<file path="config.mk">
export PLATFORM = sky130hd
export DESIGN_NAME = digital_input_port
export DESIGN_NICKNAME = d
export VERILOG_FILES = /design/src/rtl/digital_input_port.sv
export SDC_FILE = /design/constraint.sdc
export NUM_CORES = 1
export LEC_CHECK = 0
export BUFFER_PORTS_ARGS = -buffer_cell sky130_fd_sc_hd__buf_4
export CAP_MARGIN = 20
export CORE_AREA = 2 2 39 41
export CTS_CLUSTER_SIZE = 40
export DETAILED_ROUTE_END_ITERATION = 10
export DIE_AREA = 0 0 41 43
export MAX_ROUTING_LAYER = met4
export SYNTH_ARGS = -nofsm -noshare
export SYNTH_HDL_FRONTEND = slang
export SYNTH_SLANG_ARGS = --single-unit
</file>
<file path="constraint.sdc">
create_clock -name clk_i -period 0.8 [get_ports clk_i]
set_input_delay 0.08 -clock clk_i [delete_from_list [all_inputs] [get_ports clk_i]]
set_output_delay 0.08 -clock clk_i [all_outputs]
set_load 0.02 [all_outputs]
</file>
<file path="src/rtl/digital_input_port.sv">
// Single-bit memory-mapped input: pad synchronizer, optional debounce, edge-pending irq, registered read.
// Debounce filter is compiled in only when DIGITAL_INPUT_DEBOUNCE_EN is defined.
module digital_input_port #(
  parameter int SYNC_STAGES     = 2,
  parameter int DEBOUNCE_CYCLES = 16
) (
  input  logic clk_i,
  input  logic rst_n_i,
  input  logic pin_i,
  input  logic read_i,
  input  logic rise_en_i,
  input  logic fall_en_i,
  input  logic clear_i,
  output logic data_o,
  output logic level_o,
  output logic irq_o
);

  logic [SYNC_STAGES-1:0] r_sync;
  logic                   r_level;
  logic                   r_irq;
  logic                   r_data;
  logic                   w_sync_s;
  logic                   w_level_nxt;
  logic                   w_rise;
  logic                   w_fall;
  logic                   w_set;

  always_ff @(posedge clk_i or negedge rst_n_i) begin
    if (!rst_n_i) begin
      r_sync <= '0;
    end else begin
      r_sync <= {r_sync[SYNC_STAGES-2:0], pin_i};
    end
  end

  assign w_sync_s = r_sync[SYNC_STAGES-1];

`ifdef DIGITAL_INPUT_DEBOUNCE_EN
  localparam int CNT_W = $clog2(DEBOUNCE_CYCLES) + 1;
  localparam logic [CNT_W-1:0] CNT_LAST = CNT_W'(DEBOUNCE_CYCLES - 1);

  logic [CNT_W-1:0] r_cnt;
  logic             w_differs;
  logic             w_cnt_done;

  assign w_differs  = (w_sync_s != r_level);
  assign w_cnt_done = (r_cnt == CNT_LAST);

  // Counter restarts on any agreeing sample, so a short glitch never accumulates.
  always_ff @(posedge clk_i or negedge rst_n_i) begin
    if (!rst_n_i) begin
      r_cnt <= '0;
    end else if (!w_differs || w_cnt_done) begin
      r_cnt <= '0;
    end else begin
      r_cnt <= r_cnt + CNT_W'(1);
    end
  end

  assign w_level_nxt = (w_differs && w_cnt_done) ? w_sync_s : r_level;
`else
  logic w_unused_debounce_cfg;

  assign w_unused_debounce_cfg = (DEBOUNCE_CYCLES > 0);
  assign w_level_nxt           = w_sync_s;
`endif

  // Edges come from next-state vs current level so irq sets on the same edge the level moves.
  assign w_rise = ~r_level &  w_level_nxt;
  assign w_fall =  r_level & ~w_level_nxt;
  assign w_set  = (w_rise & rise_en_i) | (w_fall & fall_en_i);

  always_ff @(posedge clk_i or negedge rst_n_i) begin
    if (!rst_n_i) begin
      r_level <= 1'b0;
      r_irq   <= 1'b0;
      r_data  <= 1'b0;
    end else begin
      r_level <= w_level_nxt;
      r_irq   <= w_set | (r_irq & ~clear_i);
      if (read_i) begin
        r_data <= r_level;
      end
    end
  end

  assign level_o = r_level;
  assign irq_o   = r_irq;
  assign data_o  = r_data;

endmodule

</file>
==> metrics.txt <==
Residual DRC=0; CP max FO=3; Max-Cap Viols=0; TritonCTS Buffers=3; Top FF cell, synth=dfrtp_1; die area=1760 µm²; first-pass GRT wire length=662 µm; syn_nets=17; run status=finished with violations; Distinct cells, synth=6; flops & latches, synth=5; routed via count=142; worst hold slack=0.0467 ns; Port Buffer Count=9; Pre-antenna DRT Iters=1; Worst Path Arrival=0.79 ns; Pwr Density=2110 nW/µm²; min Tclk post-route=0.874 ns; failing checks=setup timing; final setup violation count=4; worst slew margin relative to its limit=0.910; Post-Place Cells=35; TritonCTS clock tree=yes; buffer depth of the longest clock path=2; Setup Crit Path Kind=reg2out; max incr delay on CP=about 0.42 ns; Site Rows=14; worst-skew pair later-pin latency=0.24 ns; core area=around 1400 µm²; setup tns final=-0.224 ns; max-slew violations=0; Placer Congestion=around 0.55; Post-DP HPWL=268 µm; Clock Root Buffer=clkbuf_4; Die Wd=41 µm; unrepaired setup endpoints after global routing=true; Tightest Hold Check Type=in2reg; Finished Layout Cells=42; Worst Hold Launch=clear_i; diode count=0; CP max stage cell=dfrtp_2; Iter 0 DRT Violations=0; H-tree Lvls=1; Worst Path Buf+Inv=1; Yosys top cell by area=dfrtp_1; clock-pin slew on the worst setup and hold paths=0.05 ns; share of cells above drive strength 1=0.654; top post-synthesis cells by area=dfrtp_1, mux2_4, o221ai_1; clock sinks=5; Die Y=43 µm; I/O pins=10; Area growth syn-to-layout=98.5%; All-Layer GR Usage=0.0694; CP Cell Sequence=buf_6; reg2reg start=level_o; CP startpoint=level_o; Avg Inst Size Synth=16.4 µm²; total power=0.686 mW; Post-Syn Instances=10; WL final=386 µm; Peak VDD IR=1.16 mV; total gr overflow=0; sequential share of the synthesized area=0.763; vias in the first global route=129; number of synthesized flops with an enable pin=0; delay-heaviest family, CP=flip-flops; crit path capture type=primary output; Vias/cell=3.38; Post-synth ARST share=1.00; Initial Util=0.118; Post-Syn Area=164 µm²; DR WL/cell=9.19 µm; PnR worst setup slack=-0.0742 ns; final hold vios=0; Tightest Pin Transition=0.135 ns; Worst EP required=0.72 ns; proportion of netlist area held by the largest area contributor=0.763; largest net degree at the start of global routing=6; part of the cycle the worst path needs=1.09; Layout Nets=34; Final ANT Viol Nets=0; YS warnings=0; most frequent cell after synthesis=dfrtp_1; critical path launch point type=register; fmax=1140 MHz; skew final=0.00657 ns; initial antenna violation count=0; LEAKAGE=0.151 nW
-- worst paths after layout --
kind	endpoint	slack, ns	depth (start not counted)
setup / recovery	level_o	-0.07	1
hold / removal	irq_o	0.05	2
setup reg to reg	irq_o	-0.06	3
hold reg to reg	r_sync[1]	0.34	0
max in group asynchronous	level_o	0.49	2
min in group asynchronous	data_o	0.19	2
-- power by group --
| part | internal (mW) | switching, mW | total [mW] | leakage, nW |
|---|---|---|---|---|
| logic | 0.0677 | 0.0413 | 0.109 | 0.0789 |
| clock network | 0.189 | 0.102 | 0.290 | 0.0150 |
| registers | 0.274 | 0.0132 | 0.287 | 0.0569 |
-- per-stage QoR --
stage	utilization	area, µm²	setup slack, ns
finish	0.235	325	-0.0742
global route	0.235	325	-0.118
CTS	0.231	319	-0.0786
detailed placement	0.184	254	0.0169
global placement	0.184	254	0.0239
floorplan	-	166	-0.0238
-- state kept, by name (all words and copies together), names as in the netlist --
register  cells
r_sync        2
irq_o         1
level_o       1
data_o        1
-- worst register-to-register path: cells and delay by family, from the launching register on --
kind,cells,cell delay [ns]
compound gates,1,0.10
buf+inv,1,0.14
flops,1,0.42
simple gates,1,0.08
-- routing by layer --
layer / wire length (µm) / GRT usage / vias to the layer above
met5: 0 / - / -
met1: 174 / 0.0852 / 61
met2: 128 / 0.0625 / 13
met4: 0 / 0.0200 / 0
met3: 83 / 0.0942 / 0
li1: - / - / 68
-- layout by cell type (no fill, tap or decap) --
cell           instances
clkbuf_4               3
dfrtp_2                2
nand3b_1               1
dlygate4sd3_1          2
buf_4                  7
dfrtp_1                3
clkbuf_1               1
o221ai_2               1
nand2_1                1
mux2_4                 1
inv_1                  1
buf_6                  3
-- cell families after synthesis --
family / share of synthesized area
compound gates: 0.0534
buf+inv: 0.0229
flops: 0.763
mux: 0.0916
simple gates: 0.0687
-- what timing repair did --
item / 4_1_cts / 5_1_grt
endpoints found under the hold margin: 6 / 0
resized for setup: 3 / 1
buffers inserted: 1 / 0
hold buffers: 2 / 0
cloned: 0 / 0
endpoints found under the setup margin: 3 / 5
-- cell type report --
class	instances	area, µm²
inverters	1	3.75
clock buffers	4	26.3
multi-input cells	4	41.3
fillers	149	1060
flip-flops and latches	5	128
well taps	16	20.0
repair buffers	12	106
Note: power is estimated with default switching activity, not from simulation.
